### config.mk
export PLATFORM = sky130hd
export DESIGN_NAME = carregador_programa
export DESIGN_NICKNAME = d
export VERILOG_FILES = /design/src/rtl/so_pkg.sv /design/src/rtl/hd_ponteiro.sv /design/src/rtl/carregador_programa.sv
export SDC_FILE = /design/constraint.sdc
export NUM_CORES = 1
export LEC_CHECK = 0
export ABC_CLOCK_PERIOD_IN_PS = 2200
export CAP_MARGIN = 20
export CORE_MARGIN = 1
export CORE_UTILIZATION = 43
export CTS_BUF_LIST = sky130_fd_sc_hd__clkbuf_2
export DETAILED_ROUTE_END_ITERATION = 12
export GPL_ROUTABILITY_DRIVEN = 0
export GPL_TIMING_DRIVEN = 0
export PLACE_DENSITY = 0.79
export REMOVE_ABC_BUFFERS = 1
export SLEW_MARGIN = 15
export SYNTH_ARGS = -nofsm -noshare
export SYNTH_HDL_FRONTEND = slang
export SYNTH_SLANG_ARGS = --single-unit
### constraint.sdc
create_clock -name clk -period 2.2 [get_ports clk]
set_input_delay 0.55 -clock clk [delete_from_list [all_inputs] [get_ports clk]]
set_output_delay 0.55 -clock clk [all_outputs]
set_load 0.01 [all_outputs]
### src/rtl/so_pkg.sv
// Constants shared by the OS-side blocks: loader FSM encoding plus memory and HD geometry.
package so_pkg;

    localparam logic [2:0] OCIOSO  = 3'd0;
    localparam logic [2:0] LE_HD   = 3'd1;
    localparam logic [2:0] ESPERA  = 3'd2;
    localparam logic [2:0] ESCREVE = 3'd3;
    localparam logic [2:0] FIM     = 3'd4;
    localparam logic [2:0] FALHA   = 3'd5;

    localparam int unsigned INSTR_MEM_WORDS = 64;
    localparam int unsigned HD_TRILHAS      = 16;
    localparam int unsigned HD_SETORES      = 64;

endpackage

### src/rtl/hd_ponteiro.sv
// HD track/sector pointer: loadable, increments sector-first with wrap into the next track.
module hd_ponteiro
    import so_pkg::*;
#(
    parameter int TRILHA_W = 4,
    parameter int SETOR_W  = 6
) (
    input  logic                clk,
    input  logic                reset,
    input  logic                load,
    input  logic                inc,
    input  logic [TRILHA_W-1:0] trilha_carga,
    input  logic [SETOR_W-1:0]  setor_carga,
    output logic [TRILHA_W-1:0] trilha,
    output logic [SETOR_W-1:0]  setor,
    output logic                estouro
);

    logic setor_final;

    assign setor_final = (setor == SETOR_W'(HD_SETORES - 1));
    // High when the next increment would run past the last track of the disk.
    assign estouro     = setor_final && (trilha == TRILHA_W'(HD_TRILHAS - 1));

    always_ff @(posedge clk) begin
        if (reset) begin
            trilha <= '0;
            setor  <= '0;
        end else if (load) begin
            trilha <= trilha_carga;
            setor  <= setor_carga;
        end else if (inc) begin
            if (setor_final) begin
                setor  <= '0;
                trilha <= trilha + 1'b1;
            end else begin
                setor <= setor + 1'b1;
            end
        end
    end

endmodule

### src/rtl/carregador_programa.sv
// Program loader: copies consecutive HD words into consecutive instruction-memory addresses.
module carregador_programa
    import so_pkg::*;
#(
    parameter int DATA_W   = 32,
    parameter int ADDR_W   = 6,
    parameter int SETOR_W  = 6,
    parameter int TRILHA_W = 4,
    parameter int HD_LAT   = 1
) (
    input  logic                clk,
    input  logic                reset,
    input  logic                start,
    input  logic [TRILHA_W-1:0] trilha_ini,
    input  logic [SETOR_W-1:0]  setor_ini,
    input  logic [ADDR_W:0]     num_palavras,
    input  logic [ADDR_W-1:0]   end_dest_ini,
    output logic [TRILHA_W-1:0] hd_trilha,
    output logic [SETOR_W-1:0]  hd_setor,
    input  logic [DATA_W-1:0]   hd_dado,
    output logic [ADDR_W-1:0]   mi_ender,
    output logic [DATA_W-1:0]   mi_dado,
    output logic                mi_we,
    output logic                busy,
    output logic                done,
    output logic                erro
);

    logic [2:0]        state;
    logic [ADDR_W-1:0] dest;
    logic [ADDR_W:0]   restante;
    logic [1:0]        espera;
    logic [7:0]        fim_dest;
    logic              carrega;
    logic              avanca;
    logic              estouro;

    assign fim_dest = 8'(end_dest_ini) + 8'(num_palavras);
    assign carrega  = (state == OCIOSO) && start && (num_palavras != '0)
                      && (fim_dest <= 8'(INSTR_MEM_WORDS));
    // The pointer only moves when another read follows, so the HD address holds after the last word.
    assign avanca   = (state == ESCREVE) && (restante != (ADDR_W+1)'(1)) && !estouro;

    hd_ponteiro #(
        .TRILHA_W (TRILHA_W),
        .SETOR_W  (SETOR_W)
    ) u_ponteiro (
        .clk          (clk),
        .reset        (reset),
        .load         (carrega),
        .inc          (avanca),
        .trilha_carga (trilha_ini),
        .setor_carga  (setor_ini),
        .trilha       (hd_trilha),
        .setor        (hd_setor),
        .estouro      (estouro)
    );

    assign busy = (state == LE_HD) || (state == ESPERA) || (state == ESCREVE);
    assign done = (state == FIM);
    assign erro = (state == FALHA);

    always_ff @(posedge clk) begin
        if (reset) begin
            state    <= OCIOSO;
            dest     <= '0;
            restante <= '0;
            espera   <= '0;
            mi_ender <= '0;
            mi_dado  <= '0;
            mi_we    <= 1'b0;
        end else begin
            mi_we <= 1'b0;
            case (state)
                OCIOSO: begin
                    if (start) begin
                        dest     <= end_dest_ini;
                        restante <= num_palavras;
                        if (num_palavras == '0)
                            state <= FIM;
                        else if (fim_dest > 8'(INSTR_MEM_WORDS))
                            state <= FALHA;
                        else
                            state <= LE_HD;
                    end
                end
                LE_HD: begin
                    espera <= 2'(HD_LAT - 1);
                    state  <= ESPERA;
                end
                ESPERA: begin
                    // Capture on the way into ESCREVE so the write strobe lines up with that state.
                    if (espera == '0) begin
                        mi_dado  <= hd_dado;
                        mi_ender <= dest;
                        mi_we    <= 1'b1;
                        state    <= ESCREVE;
                    end else begin
                        espera <= espera - 1'b1;
                    end
                end
                ESCREVE: begin
                    dest     <= dest + 1'b1;
                    restante <= restante - 1'b1;
                    if (restante == (ADDR_W+1)'(1))
                        state <= FIM;
                    else if (estouro)
                        state <= FALHA;
                    else
                        state <= LE_HD;
                end
                FIM, FALHA: state <= OCIOSO;
                default:    state <= OCIOSO;
            endcase
        end
    end

endmodule

Word level (Yosys, flattened, before mapping). Cells that the tools add are included.

Input bits: 58. Output and inout port bits: 52. Logic and storage cells: 73. Register bits: 67.

Bitwise operators: 1. Mux-type cells: 20. $add $sub $neg: 6. Reductions and logical operators: 23. $lt $le $gt $ge: 2. Eq/ne operators: 12.

Operators with widths (count): $mux 6 (4); $mux 3 (6); $pmux 7 s2 (1); $add 6x1->6 const B (2); $mux 4 (3); $pmux 3 s4 (1); $pmux 6 s2 (1); $reduce_and 2->1 (5); $add 6x7->8 (1); $gt 8x7->1 const B (1); $le 8x7->1 const B (1); $reduce_bool 2->1 (4); $eq 7x1->1 const B (1); $logic_not 7->1 (1); $mux 7 (1); $ne 7x1->1 const B (1); $reduce_bool 7->1 (1); $sub 7x1->7 const B (1); $eq 3x2->1 const B (2); $eq 3x3->1 const B (2); $eq 6x6->1 const B (1); $logic_and 1x1->1 (6); $add 4x1->4 const B (1); $eq 4x4->1 const B (1); 13 further kinds (15).

Logic depth before layout (Yosys ltp). Gate-level depths: netlist of run 1.

Depth in word-level cells: 6. Gate-level depth with buffers: 9. Gate-level depth less buffers: 8.

By module. Synthesis of run 1 repeated with hierarchy kept, for this count alone.

Cells, all modules: 401. Area total of the unflattened synthesis: 3140.5 sq um.

By module, submodules not included: carregador_programa (sequential area each 1141.1 sq um, cells each 330, area an instance 2558.7 sq um, instances 1); hd_ponteiro (sequential area each 200.2 sq um, cells each 71, area an instance 581.8 sq um, instances 1).

Worst setup path after synthesis of run 1. No wires, ideal clock.

Kind: input port to flip-flop. From: in num_palavras[0]. To: reg u_ponteiro.trilha[3]. Path slack: -0.174 ns. Setup time: 0.072 ns. Path buffers: 1. Data arrival time: 2.303 ns. Required time: 2.128 ns. Stages on the path: 9. Path through: ha_1 > fa_1 > a211oi_2 > o21bai_1 > a21oi_1 > xnor2_1 > a211oi_2 > buf_6 > mux2i_1.

Longest elaborated chain between the ends: 5. Elaborated cells on any way between the ends: 9. Those cells by class: 1 x add/sub; 1 x order compare; 1 x mux; 6 x reduce/logical.

RTL lines: start: declaration (RTL line carregador_programa.sv:16) `input logic [ADDR_W:0] num_palavras,`; $add 6x7->8 or $reduce_bool 7->1 (tied branches) (RTL line carregador_programa.sv:38, carregador_programa.sv:39); $le 8x7->1 or $logic_and 1x1->1 (tied branches) (RTL line carregador_programa.sv:40, carregador_programa.sv:39); $logic_and 1x1->1 * (RTL line carregador_programa.sv:40) `&& (fim_dest <= 8'(INSTR_MEM_WORDS));`; $reduce_bool 2->1 (no source line); $reduce_and 2->1 (no source line); end signal: assignment (RTL line hd_ponteiro.sv:30) `trilha <= trilha_carga;`; end signal: assignment (RTL line hd_ponteiro.sv:35) `trilha <= trilha + 1'b1;`; end: declaration (RTL line hd_ponteiro.sv:14) `output logic [TRILHA_W-1:0] trilha,`.

Every way passes the cells marked *; elsewhere a longest branch is shown, timed or not. A chain may end at the register's enable or synchronous reset.

Worst setup path in the final report of run 1.
From: in num_palavras[0]. To: reg u_ponteiro.setor[5].

Longest elaborated chain between the ends: 4. Elaborated cells on any way between the ends: 7. Those cells by class: 1 x add/sub; 1 x order compare; 1 x mux; 4 x reduce/logical.

RTL lines: $add 6x7->8 or $reduce_bool 7->1 (tied branches) (RTL line carregador_programa.sv:38, carregador_programa.sv:39); $le 8x7->1 or $logic_and 1x1->1 (tied branches) (RTL line carregador_programa.sv:40, carregador_programa.sv:39); $logic_and 1x1->1 * (RTL line carregador_programa.sv:40); $mux 6 or $reduce_bool 2->1 (tied branches); end signal: assignment (RTL line hd_ponteiro.sv:31) `setor <= setor_carga;`; end signal: assignment (RTL line hd_ponteiro.sv:37) `setor <= setor + 1'b1;`; end: declaration (RTL line hd_ponteiro.sv:15) `output logic [SETOR_W-1:0] setor,`.

Marks and branches as above.

==> impl_metrics.py, run 1 <==
metrics = {
    "status": {
        "status": "complete, no violations",
    },
    "grt": {
        "grt_pass1_wl_um": 13400,
        "grt_pass1_vias": 2914,
        "grt_max_degree": 40,
        "grt_usage_pct": 21.4,
        "overflow": 0,
        "antenna_found_initial": 0,
    },
    "setup_path": {
        "rr_worst_depth": 6,
        "startpoint_type": "input port",
        "r2r_setup_slack_ns": 0.14,
        "worstPathMaxFanout": 5,
        "r2r-start": "state[0]$_SDFFE_PP0P_",
        "cp-end-kind": "flip-flop",
        "critPathArrivalTime_ns": 2.56,
        "timing_worst_setup_path_type": "in -> reg",
        "rr_endpoint": "u_ponteiro.setor[5]$_SDFFE_PP0P_",
        "cp_data_required_time_ns": 2.60,
    },
    "cells_and_area": {
        "final_common_cell": "nand2_1",
        "num-nets-final": 595,
        "final_area_mm2": 0.00468,
        "drive_gt1_share_pct": 10.4,
        "final_cell_mix": "nand2_1 (109), clkdlybuf4s50_1 (96), dfxtp_1 (64), a21oi_1 (50), nor2_1 (36)",
        "areaGrowthSynthToFinish_pct": 43.7,
        "fin_util_pct": 64.2,
        "antenna_cells": 0,
    },
    "sta": {
        "whs_ns": 0.352,
        "rsz0062_at_grt": "yes",
        "final.setup_skew_ns": 0.0178,
        "period_share_pct": 98.2,
        "slew_headroom_pct": 54.8,
        "period_needed_ns": 2.16,
        "worstMarginPinSlew_ns": 0.678,
        "finalWorstSetupSlack_ns": 0.0396,
        "hold_viol": 0,
        "max_freq_ghz": 0.463,
        "slew_violations": 0,
        "setup_viol": 0,
    },
    "synth": {
        "synth_edf_count": 0,
        "avgSynthCellArea_um2": 7.88,
        "yosysTopAreaCell": "dfxtp_1",
        "synth.top_cells.by_area": "dfxtp_1 (41%), nand2_1 (13%), a21oi_1 (7.7%)",
        "synth_xor_area_share_pct": 2.69,
        "yosys_warnings": 0,
        "synth.distinct_cells": 52,
        "async_flop_share_pct": 0,
        "syn_area_mm2": 0.00326,
        "synth-compound-area-share_pct": 17.3,
        "yosys-mux-area-fraction_pct": 4.11,
        "synth_top_family_by_area": "simple AND/OR/NAND/NOR gates",
        "seq_area_frac_synth_pct": 41.2,
        "synth-simple-area-share_pct": 25.3,
        "syn_inst": 413,
        "synthAdderAreaFrac_pct": 5.23,
        "synth_ff_type": "dfxtp_1",
        "synth-seq-cells": 67,
        "synth.top_cell.area_share_pct": 41.2,
    },
    "route": {
        "antenna_left": 0,
        "drc_errors": 0,
        "num_vias": 3235,
        "wl_per_cell_um": 13.7,
        "drtIter0Drc": 174,
        "first_pass_iters": 4,
        "routed_wl_um": 8590,
        "viasPerCell": 5.15,
    },
    "clock_network": {
        "cts.clk_slew.worst_paths_ns": 0.19,
        "htreeDepth": 3,
        "numCtsBuffers": 9,
        "root_buffer": "clkbuf_2",
        "hold_buffers": 0,
        "clkSinkCount": 67,
        "clk_path_buf_depth": 2,
        "insertion_delay_ns": 0.46,
        "cts_tree": "yes",
    },
    "placement": {
        "io_buffers": 109,
        "dpl_worst_slack_ns": -1.46,
        "placed_area_mm2": 0.00443,
        "dp_hpwl_um": 6050,
    },
    "job": {
        "maxCapViolCount": 0,
    },
    "worst_hold_path": {
        "hp-start": "num_palavras[0]",
        "min_to": "restante[0]$_SDFFE_PP0P_",
        "hold_path_class": "in -> reg",
        "hold_depth": 3,
    },
    "floorplanning": {
        "core_mm2": 0.00729,
        "die_area_mm2": 0.00792,
        "fp.dieW_um": 89.0,
        "boundaryPins": 110,
        "start_util_pct": 44.6,
        "num_rows": 31,
        "fp.dieH_um": 89.0,
    },
    "pwr": {
        "powerDensity_mw_per_mm2": 899,
        "p_leak_uw": 0.00169,
        "total_power_uw": 4210,
        "peakVddDrop_v": 0.000719,
    },
}
==> stage by stage <==
stage               setup TNS (ns)  cells
floorplan                   -31.48    390
global placement           -103.38    598
detailed placement          -16.92    603
CTS                              0    629
global route                -0.490    628
finish                           0    628
==> synthesized netlist by cell type (all sizes together) (4+ instances only) <==
cell    instances
buf             7
nor2           36
a21oi          50
nand3          12
nand2         109
dfxtp          67
o21ai          10
a221oi          4
nor3            8
mux2i          10
xnor2           8
nor4            4
ha             12
clkbuf         16
inv             8
==> cells by family (layout without fill, tap and decap cells) <==
group | count (synthesis) | after routing
simple gates | 190 | 190
xor+xnor | 10 | 10
compound gates | 89 | 89
flops | 67 | 67
mux | 13 | 13
fa+ha+maj | 13 | 13
buf+inv | 31 | 147
==> report_power, final <==
| group | internal (uW) | switching (uW) |
|---|---|---|
| Clock | 145 | 455 |
| Sequential | 1490 | 224 |
| Combinational | 916 | 976 |
| Total | 2550 | 1660 |
==> timing repair <==
action                                 in CTS  in global routing
setup endpoints to repair                  14                 15
buffers inserted                            9                  1
gates cloned                                1                  0
endpoints found under the hold margin       0                  0
pin swaps                                   7                  6
gates resized for setup                    37                  8
==> final cells by class <==
| type | count | area [um^2] |
|---|---|---|
| clock buffers | 9 | 45.0 |
| clock inverters | 7 | 43.8 |
| fillers | 659 | 2610 |
| inverters | 8 | 30.0 |
| multi-input cells | 315 | 1870 |
| flip-flops and latches | 67 | 1350 |
| well taps | 99 | 124 |
| repair buffers | 123 | 1220 |
==> sequential cells by signal, summed over array words and instances (netlist names) <==
name / count
dest: 6
mi_dado: 32
u_ponteiro.trilha: 4
mi_we: 1
restante: 7
mi_ender: 6
espera: 2
u_ponteiro.setor: 6
state: 3
==> worst max-delay path, stage by stage <==
cell and delay, ns:
buf_8 0.11, ha_4 0.16, fa_2 0.40, buf_4 0.15, xor2_1 0.15, nor3_1 0.19, o2111ai_2 0.20, a211oi_4 0.30
buf_6 0.18, mux2i_1 0.17
==> metal layers <==
layer	track usage, %	vias up	part of all wire, %
met5	0	-	0
met3	3.51	15	3.9
met4	8.37	0	2.0
met2	37.1	84	50
li1	-	1641	-
met1	26.8	1495	44
==> worst max path at each step <==
stage | start | endpoint
6_report | num_palavras[0] | u_ponteiro.setor[5]$_SDFFE_PP0P_
5_1_grt | num_palavras[0] | u_ponteiro.trilha[1]$_SDFFE_PP0P_
4_1_cts | num_palavras[0] | u_ponteiro.trilha[1]$_SDFFE_PP0P_
3_5_place_dp | num_palavras[0] | u_ponteiro.trilha[2]$_SDFFE_PP0P_
3_3_place_gp | espera[0]$_SDFFE_PP0P_ | mi_ender[0]$_SDFFE_PP0P_
2_1_floorplan | espera[0]$_SDFFE_PP0P_ | mi_dado[0]$_SDFFE_PP0P_
Power figures use the tool's default switching activity.
==> run 2, diff against run 1 <==
Settings changed: CTS_CLUSTER_SIZE from default to 8.
==> results of run 2 <==
Final layout, timing and power as in run 1 (identical DEF).
==> run 3, diff against run 2 <==
Settings changed: ABC_CLOCK_PERIOD_IN_PS 2200 to 2650, CORE_UTILIZATION 43 to 50, PLACE_DENSITY 0.79 to 0.87.
Clock period 2.2 ns to 2.65 ns, I/O delays scaled along.
==> impl_metrics.py, run 3 (synthesis gave the netlist of run 1 again) <==
metrics = {
    "grt": {
        "grt_pass1_vias": 2688,
        "grt_pass1_wl_um": 12400,
        "overflow": 0,
        "grt_usage_pct": 23.6,
        "grt_max_degree": 40,
        "antenna_found_initial": 0,
    },
    "cells_and_area": {
        "largest_reg_flops": 32,
        "fin_util_pct": 72.9,
        "regMostFlops": "mi_dado",
        "fin_cells": 598,
        "areaGrowthSynthToFinish_pct": 41.4,
        "num-nets-final": 587,
        "drive_gt1_share_pct": 8.06,
        "final_cell_mix": "nand2_1 (109), clkdlybuf4s50_1 (104), dfxtp_1 (65), a21oi_1 (49), nor2_1 (36)",
        "reg_top3": "mi_dado x32, restante x7",
        "final_common_cell": "nand2_1",
        "antenna_cells": 0,
    },
    "route": {
        "antenna_left": 0,
        "drtIter0Drc": 209,
        "drc_errors": 0,
        "first_pass_iters": 7,
        "wl_per_cell_um": 14.1,
        "num_vias": 3279,
        "viasPerCell": 5.48,
        "routed_wl_um": 8430,
    },
    "floorplanning": {
        "core_mm2": 0.00631,
        "fp.dieH_um": 82.7,
        "die_area_mm2": 0.00684,
        "start_util_pct": 51.6,
        "num_rows": 29,
        "fp.dieW_um": 82.7,
        "boundaryPins": 110,
    },
    "pwr": {
        "power_frac_seq_pct": 41.1,
        "pwr-share-clk_pct": 17.1,
        "p_sw_share_pct": 38.8,
        "peakVddDrop_v": 0.000589,
        "total_power_uw": 3540,
        "p_leak_uw": 0.00169,
        "power_frac_comb_pct": 41.8,
        "p_int_uw": 2160,
        "switching_power_uw": 1370,
        "powerDensity_mw_per_mm2": 768,
    },
    "placement": {
        "dpl_worst_slack_ns": -1.17,
        "dp_hpwl_um": 5890,
        "io_buffers": 109,
        "place_inst": 580,
    },
    "clock_network": {
        "root_buffer": "clkbuf_2",
        "cts_tree": "yes",
        "numCtsBuffers": 9,
        "cts.clk_slew.worst_paths_ns": 0.18,
        "clk_path_buf_depth": 2,
        "hold_buffers": 0,
        "htreeDepth": 3,
        "clkSinkCount": 67,
        "insertion_delay_ns": 0.48,
    },
    "setup_path": {
        "crit_path_start": "end_dest_ini[3]",
        "startpoint_type": "input port",
        "cp_num_buf_inv": 2,
        "critPathArrivalTime_ns": 3.04,
        "cp-end-kind": "flip-flop",
        "critPathMaxStageDelay_ns": 0.49,
        "crit_chain": "clkdlybuf4s50_1 > ha_1 > o21ai_0 > o21bai_1 > a21oi_2 > xnor2_2 > a211oi_4 > clkbuf_16 > mux2i_1",
        "timing_worst_setup_path_type": "in -> reg",
        "worstPathMaxFanout": 5,
        "cp_data_required_time_ns": 3.06,
        "r2r-start": "u_ponteiro.setor[0]$_SDFFE_PP0P_",
        "slowest_stage": "clkdlybuf4s50_1",
        "path_delay_family": "compound AO/OA/AOI/OAI gates",
    },
    "sta": {
        "slew_violations": 0,
        "rsz0062_at_grt": "no",
        "period_share_pct": 99.0,
        "setup_viol": 0,
        "slew_headroom_pct": 48.1,
        "finalWorstSetupSlack_ns": 0.0259,
        "period_needed_ns": 2.62,
        "worstMarginPinSlew_ns": 0.775,
        "max_freq_ghz": 0.381,
        "hold_viol": 0,
        "final.setup_skew_ns": 0.0337,
    },
    "worst_hold_path": {
        "hold_path_class": "reg -> reg",
        "hp-start": "mi_ender[0]$_SDFFE_PP0P_",
    },
    "status": {
        "status": "complete, no violations",
    },
    "job": {
        "maxCapViolCount": 0,
    },
}
[run 3: path summary, 6_finish.rpt]
check / cells past startpoint / slack, ns / end
hold reg to reg: 2 / 0.47 / mi_ender[0]$_SDFFE_PP0P_
hold / removal: 2 / 0.47 / mi_ender[0]$_SDFFE_PP0P_
setup / recovery: 9 / 0.03 / u_ponteiro.trilha[1]$_SDFFE_PP0P_
setup reg to reg: 7 / 0.50 / u_ponteiro.setor[0]$_SDFFE_PP0P_
[run 3: worst min-delay path, stage by stage, from the launching register on]
cell and delay [ns]:
dfxtp_1 0.34, nand2_1 0.05, a21oi_1 0.05
[run 3: power by group through the flow]
stage	sequential (uW)	combinational [uW]	clock, uW
after floorplan	1490	733	0
after global placement	1450	1340	0
after detailed placement	1470	1410	0
after CTS	1450	1440	613
after global routing	1490	1620	658
final	1450	1480	603
[run 3: through the flow]
step / hold slack (ns) / TNS, ns / instance area [um^2]
6_report: 0.467 / 0 / 4600
5_1_grt: 0.491 / 0 / 4600
4_1_cts: 0.469 / 0 / 4550
3_5_place_dp: 0.448 / -11.92 / 4400
3_3_place_gp: 0.441 / -70.63 / 4340
2_1_floorplan: 0.439 / -11.01 / 3150
[run 3: what timing repair did]
action,4_1_cts,5_1_grt
pin swaps,3,4
buffers inserted,1,0
resized for setup,4,9
setup endpoints to repair,10,13
cloned,0,1
[run 3: routing by layer]
metal	vias up	wire [um]	track usage, %
met1	1516	3540	30.4
met5	-	0	0
met3	22	446	3.85
met2	116	4290	39.3
li1	1625	-	-
met4	0	145	8.62
[run 3: area by class of cell]
type	count	area [um^2]
well taps	77	96.3
repair buffers	115	1190
clock inverters	6	63.8
clock buffers	10	50.0
fillers	473	1710
inverters	8	30.0
multi-input cells	315	1820
flip-flops and latches	67	1340
